## src/rtl/core_pkg.sv

```systemverilog
// rtl/core_pkg.sv - shared pipeline types and widths
package core_pkg;
    localparam int ADDR_W = 32;
    localparam int DATA_W = 32;

    typedef enum logic {
        IDLE = 1'b0,
        WAIT = 1'b1
    } mem_state_t;

    typedef enum logic [1:0] {
        ERR_NONE     = 2'b00,
        ERR_MISALIGN = 2'b01,
        ERR_TIMEOUT  = 2'b10
    } mem_err_t;
endpackage

```

## src/rtl/dmem_if_fsm.sv

```systemverilog
// rtl/dmem_if_fsm.sv - single-outstanding data-memory handshake with timeout abort
module dmem_if_fsm
    import core_pkg::*;
#(
    parameter int TIMEOUT = 16
) (
    input  logic clk,
    input  logic rst_n,
    input  logic valid,
    input  logic ready,
    output logic stall,
    output logic xfer,
    output logic abort
);
    localparam int CNT_W = $clog2(TIMEOUT);
    localparam logic [CNT_W-1:0] CNT_LAST = CNT_W'(TIMEOUT - 1);
    localparam logic [CNT_W-1:0] CNT_ONE  = CNT_W'(1);

    mem_state_t       state, state_next;
    logic [CNT_W-1:0] cnt, cnt_next;
    logic             last;

    assign last = (cnt == CNT_LAST);

    always_ff @(posedge clk or negedge rst_n) begin
        if (!rst_n) begin
            state <= IDLE;
            cnt   <= '0;
        end else begin
            state <= state_next;
            cnt   <= cnt_next;
        end
    end

    // A late ready in the last allowed cycle wins over the abort.
    always_comb begin
        state_next = IDLE;
        cnt_next   = '0;
        xfer       = valid && ready;
        abort      = valid && !ready && last;
        stall      = valid && !ready && !last;
        case (state)
            IDLE: begin
                if (stall) begin
                    state_next = WAIT;
                    cnt_next   = CNT_ONE;
                end
            end
            WAIT: begin
                if (stall) begin
                    state_next = WAIT;
                    cnt_next   = cnt + CNT_ONE;
                end
            end
            default: begin
                state_next = IDLE;
                cnt_next   = '0;
            end
        endcase
    end
endmodule

```

## src/rtl/mem_stage.sv

```systemverilog
// rtl/mem_stage.sv - EX/MEM and MEM/WB registers around the data-memory bus
module mem_stage
    import core_pkg::*;
#(
    parameter int TIMEOUT = 16
) (
    input  logic              clk,
    input  logic              rst_n,
    input  logic [ADDR_W-1:0] aluoutE,
    input  logic [DATA_W-1:0] writedataE,
    input  logic [4:0]        writeregE,
    input  logic              regwriteE,
    input  logic              memtoregE,
    input  logic              memwriteE,
    output logic [ADDR_W-1:0] aluoutM,
    output logic [4:0]        writeregM,
    output logic              regwriteM,
    output logic              stallM,
    output logic              dmem_valid,
    output logic              dmem_we,
    output logic [ADDR_W-1:0] dmem_addr,
    output logic [DATA_W-1:0] dmem_wdata,
    input  logic              dmem_ready,
    input  logic [DATA_W-1:0] dmem_rdata,
    output logic [ADDR_W-1:0] aluoutW,
    output logic [DATA_W-1:0] readdataW,
    output logic [4:0]        writeregW,
    output logic              regwriteW,
    output logic              memtoregW,
    output logic [DATA_W-1:0] resultW,
    output logic [1:0]        errcodeM
);
    logic [DATA_W-1:0] writedataM;
    logic              memtoregM, memwriteM;
    logic              memopM, misalignM, xferM, abortM;
    mem_err_t          err_q;

    always_ff @(posedge clk or negedge rst_n) begin
        if (!rst_n) begin
            aluoutM    <= '0;
            writedataM <= '0;
            writeregM  <= '0;
            regwriteM  <= 1'b0;
            memtoregM  <= 1'b0;
            memwriteM  <= 1'b0;
        end else if (!stallM) begin
            aluoutM    <= aluoutE;
            writedataM <= writedataE;
            writeregM  <= writeregE;
            regwriteM  <= regwriteE;
            memtoregM  <= memtoregE;
            memwriteM  <= memwriteE;
        end
    end

    // Misaligned word accesses never reach the bus; they retire as bubbles.
    assign memopM     = memtoregM | memwriteM;
    assign misalignM  = memopM && (aluoutM[1:0] != 2'b00);
    assign dmem_valid = memopM && !misalignM;
    assign dmem_we    = dmem_valid && memwriteM;
    assign dmem_addr  = aluoutM;
    assign dmem_wdata = writedataM;

    dmem_if_fsm #(.TIMEOUT(TIMEOUT)) u_fsm (
        .clk   (clk),
        .rst_n (rst_n),
        .valid (dmem_valid),
        .ready (dmem_ready),
        .stall (stallM),
        .xfer  (xferM),
        .abort (abortM)
    );

    always_ff @(posedge clk or negedge rst_n) begin
        if (!rst_n) begin
            aluoutW   <= '0;
            readdataW <= '0;
            writeregW <= '0;
            regwriteW <= 1'b0;
            memtoregW <= 1'b0;
        end else if (stallM) begin
            regwriteW <= 1'b0;
        end else begin
            aluoutW   <= aluoutM;
            writeregW <= writeregM;
            memtoregW <= memtoregM;
            regwriteW <= regwriteM && !misalignM && !abortM;
            if (xferM && memtoregM) begin
                readdataW <= dmem_rdata;
            end
        end
    end

    always_ff @(posedge clk or negedge rst_n) begin
        if (!rst_n) begin
            err_q <= ERR_NONE;
        end else if (err_q == ERR_NONE && !stallM) begin
            if (misalignM) begin
                err_q <= ERR_MISALIGN;
            end else if (abortM) begin
                err_q <= ERR_TIMEOUT;
            end
        end
    end

    assign errcodeM = err_q;
    assign resultW  = memtoregW ? readdataW : aluoutW;
endmodule

```

## config.mk

```make
export PLATFORM = sky130hd
export DESIGN_NAME = mem_stage
export DESIGN_NICKNAME = d
export VERILOG_FILES = /design/src/rtl/core_pkg.sv /design/src/rtl/dmem_if_fsm.sv /design/src/rtl/mem_stage.sv
export SDC_FILE = /design/constraint.sdc
export NUM_CORES = 1
export LEC_CHECK = 0
export ABC_CLOCK_PERIOD_IN_PS = 2000
export CAP_MARGIN = 40
export CORE_UTILIZATION = 38
export CTS_CLUSTER_SIZE = 16
export DETAILED_ROUTE_END_ITERATION = 7
export PLACE_DENSITY = 0.76
export SLEW_MARGIN = 20
export SYNTH_ARGS = -nofsm -noshare
export SYNTH_HDL_FRONTEND = slang
export SYNTH_SLANG_ARGS = --single-unit
```

## constraint.sdc

```tcl
create_clock -name clk -period 2 [get_ports clk]
set_input_delay 0.4 -clock clk [delete_from_list [all_inputs] [get_ports clk]]
set_output_delay 0.4 -clock clk [all_outputs]
set_load 0.05 [all_outputs]
```

-- After elaboration in Yosys (flattened, before gate mapping)
Cells that the tools add are included.
- input port bits: 107
- logic and storage cells: 48
- output and inout port bits: 210
- bits in registers: 150
- equality and inequality tests: 1
- reduce and logical (&&, ||, !) cells: 21
- bitwise gates (word level): 3
- multiplexer cells: 8
- $add $sub $neg: 1
- operator list (kind ; number):
    two-way mux 32 bit ; 1
    logical AND 1 bit ; 11
    one-hot mux 4 bit (2 select lines) ; 1
    logical NOT 1 bit ; 5
    adder 4 x 1 -> 4 bit (second input constant) ; 1
    equality test 4 bit (second input constant) ; 1
    two-way mux 2 bit ; 2
    two-way mux 4 bit ; 1
    AND reduction 2 bit ; 2
    nonzero test 2 bit ; 2
    two-way mux 1 bit ; 3
    logical NOT 2 bit ; 1
    inverter 1 bit ; 2
    bitwise OR 1 bit ; 1

-- Longest topological paths before layout
- depth in word-level cells: 9
- mapped depth: 6
- depth with buffers taken out: 5

-- Cells and area by module
Synthesis repeated with hierarchy kept, for this count alone.
- cells, all modules: 400
- area total of the unflattened synthesis: 6383.6 µm²
- by module, submodules not included (module ; instances ; area each (µm²) ; cells an instance):
    mem_stage ; 1 ; 6149.6 ; 382
    dmem_if_fsm ; 1 ; 234.0 ; 18

-- Least setup slack after synthesis
Ideal clock, no wire load.
- path kind: reg2out
- start: register aluoutM[1]
- end: output port dmem_valid
- arrival time: 1.793 ns
- path buffers: 0
- data required time: 1.600 ns
- slack: -0.193 ns
- stages on the path, launching flop included: 2
- path through: dfrtp_1 -> nor3_1
- longest elaborated chain between the ends: 4
- ends and longest elaborated chain (element ; line ; RTL):
    from (decl) ; mem_stage.sv:15 ; output logic [ADDR_W-1:0] aluoutM,
    from (signal assigned) ; mem_stage.sv:47 ; aluoutM <= aluoutE;
    nonzero test 2 bit ; mem_stage.sv:58 ; assign misalignM = memopM && (aluoutM[1:0] != 2'b00);
    logical AND 1 bit ; mem_stage.sv:58 ;
    logical NOT 1 bit ; mem_stage.sv:59 ; assign dmem_valid = memopM && !misalignM;
    logical AND 1 bit ; mem_stage.sv:59 ;
    to (decl) ; mem_stage.sv:19 ; output logic dmem_valid,
Every way passes these cells.

-- Final worst setup path
- start: register memtoregW
- end: output port resultW[18]
- longest elaborated chain between the ends: 1
- ends and longest elaborated chain (element ; line ; RTL):
    from (decl) ; mem_stage.sv:29 ; output logic memtoregW,
    from (signal assigned) ; mem_stage.sv:86 ; memtoregW <= memtoregM;
    two-way mux 32 bit ; mem_stage.sv:107 ; assign resultW = memtoregW ? readdataW : aluoutW;
    to (decl) ; mem_stage.sv:30 ; output logic [DATA_W-1:0] resultW,
Every way passes these cells.

==> metrics.md <==
| Metric | Value |
|---|---|
| Status | `completed` |
| Clock buffer depth | `2` |
| Most frequent cells in the layout | `dfrtp_1 (148), dlygate4sd2_1 (130), mux2_2 (117)` |
| IO Port Bufs | `around 320` |
| Die Height | `132.3 µm` |
| Number of vias per cell | `4.727` |
| Critical path type | `flip-flop to output port` |
| 1st-iter DRT viols | `between 100 and 150` |
| Initial antenna violation count | `0` |
| Fin nets | `835` |
| TritonRoute pass-1 iters | `4` |
| CP delay by family, top | `flip-flops` |
| Tot GR Track Use | `20.43%` |
| Crit-path max FO | `17` |
| CP max-delay cell | `dfrtp_2` |
| Worst Clk Skew | `0.005678 ns` |
| Post-Synthesis Cells | `slightly above 400` |
| Synth top area cells | `dfrtp_1 (58%), mux2_2 (21%), mux2_4 (11%), buf_4 (4.2%), buf_6 (1.6%)` |
| Buf+Inv Stages, Crit Path | `2` |
| GP Congestion | `0.8265` |
| DRC Markers | `0` |
| Critical Path AT | `~1.6 ns` |
| Final instance area | `10500 µm²` |
| CTS Buf Count | `17` |
| Htree depth | `4` |
| CP startpoint kind | `flip-flop` |
| IO Pins | `317` |
| Area Overhead vs Synth | `62.58%` |
| Setup TNS | `0 ns` |
| Core region area | `16580 µm²` |
| Clk sink count | `150` |
| Remaining Overflow, GRT | `0` |
| Crit path cell chain | `buf_12 -> mux2_2 -> buf_6` |
| Total Die Area | `around 18000 µm²` |
| Mean post-synth cell area | `15.86 µm²` |
| Diode count | `0` |
| TritonCTS clock tree | `built` |
| First-pass GRT wire length | `27070 µm` |
| Leak | `between 5 and 6 nW` |
| Net Switching | `approximately 4.4 mW` |
| Die X | `132.3 µm` |
| DR vias | `4538` |
| Synth warn | `0` |
| Detail Placement HPWL | `12640 µm` |
| Yosys cell types | `30` |
| Unrepaired setup endpoints after global routing | `yes` |
| Sequential fraction of the synthesis area | `roughly three fifths` |
| Rows | `47` |
| Util after Layout | `63.29%` |
| Synthesis-stage register bit count | `150` |
| Post-synth top area share | `58.14%` |
| Fin cells | `960` |
| Critical Path End Type | `output port` |
| Post-layout minimum cycle time | `1.987 ns` |
| Post-synthesis cell area | `between 6000 and 7000 µm²` |
| Syn nets | `515` |
| Starting Density | `around two fifths` |
| PD cells | `1100 nW/µm²` |
| Vias in the first global route | `4806` |
| DR WL/cell | `18.38 µm` |
| Hold Fails Final Rpt | `0` |
| CTS root buf | `clkbuf_16` |
| Layout fillers | `1287` |
| Clock Latency Late Sink | `0.41 ns` |
| Sw frac | `roughly two fifths` |
| Post-DP Area | `9703 µm²` |
| Critical Path Max Stage Delay | `0.44 ns` |
| Comb power frac | `about two fifths` |
| Max_slew headroom | `64.42%` |
| Worst IR Drop VDD | `about 660 µV` |
| Worst-Margin Slew | `0.5358 ns` |
| Final Max Tran Viols | `0` |
| Clk pin slew, worst setup/hold paths | `0.06 ns` |
| Cell-internal power | `7.125 mW` |
| Fmax | `between 0.5 and 0.6 GHz` |
| Hold WC Path Type | `input port to async pin` |
| Yosys top cell by area | `dfrtp_1` |
| Share of cells above drive strength 1 | `40.81%` |
| Largest net degree at the start of global routing | `41` |
| Pre-CTS setup slack | `-0.09392 ns` |
| Clock Power Share | `29.2%` |
| Post-Route WL | `approximately 18000 µm` |
| Final setup fails | `0` |
| Max-cap violations | `0` |
| Sequential Power Share | `approximately a third` |
| Placed Cells | `914` |
| Commonest non-fill, non-tap cell in the layout | `dfrtp_1` |
| Worst EP required | `approximately 1.6 ns` |
| Post-route ant nets | `0` |
| Setup slack after layout | `0.01348 ns` |
| Final period utilization | `99.33%` |
-- path summary, 6_finish.rpt --
| path | startpoint | to | slack, ns | depth (start not counted) |
|---|---|---|---|---|
| setup reg to reg | u_fsm.cnt[0] | aluoutM[3] | 0.24 | 7 |
| min in group clk | errcodeM[0] | errcodeM[0] | 0.50 | 2 |
| hold reg to reg | errcodeM[0] | errcodeM[0] | 0.50 | 2 |
| max in group asynchronous | rst_n | readdataW[30] | 0.97 | 3 |
| setup / recovery | memtoregW | resultW[18] | 0.01 | 3 |
| hold / removal | rst_n | aluoutM[15] | 0.44 | 2 |
-- sequential cells by signal, indices dropped and copies added (netlist names), 2 cells and up --
signal,cells
writeregW,5
aluoutM,32
u_fsm.cnt,4
writeregM,5
readdataW,32
dmem_wdata,32
aluoutW,32
errcodeM,2
-- area by class of cell --
class / count / area, µm² / area share (%)
clock buffers: 20 / 446.7 / 4.256
well taps: 220 / 275.3 / 2.622
multi-input cells: 202 / 2337 / 22.27
repair buffers: 352 / 3487 / 33.22
clock inverters: 12 / 176.4 / 1.681
inverters: 4 / 17.52 / 0.1669
flip-flops and latches: 150 / 3756 / 35.78
-- layer usage --
metal / global-route usage (%) / part of all wire (%) / vias up
li1: - / - / 2056
met1: 23.10 / 38 / 2262
met2: 36.17 / 53 / 195
met3: 6.151 / 6.7 / 25
met4: 7.663 / 1.9 / 0
met5: 0 / 0 / -
-- cells in the mapped netlist --
cell      instances
buf_4            36
nand3_2           1
nor2_1            3
o31ai_1           2
ha_1              1
or3_1             1
xnor2_1           1
clkbuf_1          3
inv_2             1
mux2_1            2
nand4b_1          1
inv_1             3
mux2_2          118
buf_6             9
buf_2             3
o21ai_0           1
a32o_1            1
nor2b_1           1
and3_1            3
mux2_4           47
a21o_1            2
a21oi_1           5
dfrtp_1         150
nand2_1           1
and2_1            3
nor3_4            1
nand3_1           3
a41o_1            1
or2_2             1
nor3_1            2
-- power groups by stage --
| stage | Clock [mW] | Combinational (mW) | Sequential (mW) |
|---|---|---|---|
| 6_report | 3.37 | 4.42 | 3.75 |
| 5_1_grt | 3.59 | 4.57 | 3.81 |
| 4_1_cts | 3.45 | 4.43 | 3.75 |
| 3_5_place_dp | 0 | 4.49 | 3.81 |
| 3_3_place_gp | 0 | 4.45 | 3.79 |
| 2_1_floorplan | 0 | 1.64 | 5.10 |
-- through the flow --
stage	hold WS, ns	total power, mW
5_1_grt	0.4431	11.97
6_report	0.4350	11.54
3_3_place_gp	0.3035	8.238
4_1_cts	0.4272	11.63
2_1_floorplan	0.1044	6.742
3_5_place_dp	0.3027	8.309
-- timing repair --
| item | in CTS | in global routing |
|---|---|---|
| buffers inserted | 0 | 12 |
| pin swaps | 1 | 3 |
| hold buffers | 1 | 0 |
| gates resized for setup | 167 | 24 |
| gates cloned | 1 | 0 |
| hold endpoints to repair | 23 | 0 |
| endpoints found under the setup margin | 163 | 53 |
-- worst reg2reg max path: cells and delay by family (launching register included) --
| family | cells | cell delay (ns) |
|---|---|---|
| buffers and inverters | 3 | 0.46 |
| DFF | 1 | 0.43 |
| muxes | 1 | 0.35 |
| and+or+nand+nor | 2 | 0.21 |
| adders and majority gates | 1 | 0.19 |
-- logic make-up (layout without fill, tap and decap cells) --
group | after synthesis | count (layout) | synth area share, %
fa+ha+maj | 1 | 1 | 0.1938
mux | 167 | 167 | 31.86
compound gates | 12 | 12 | 1.240
flops | 150 | 150 | 58.14
simple gates | 21 | 21 | 2.035
buf+inv | 55 | 388 | 6.395
xor+xnor | 1 | 1 | 0.1357
Power figures use the tool's default switching activity.
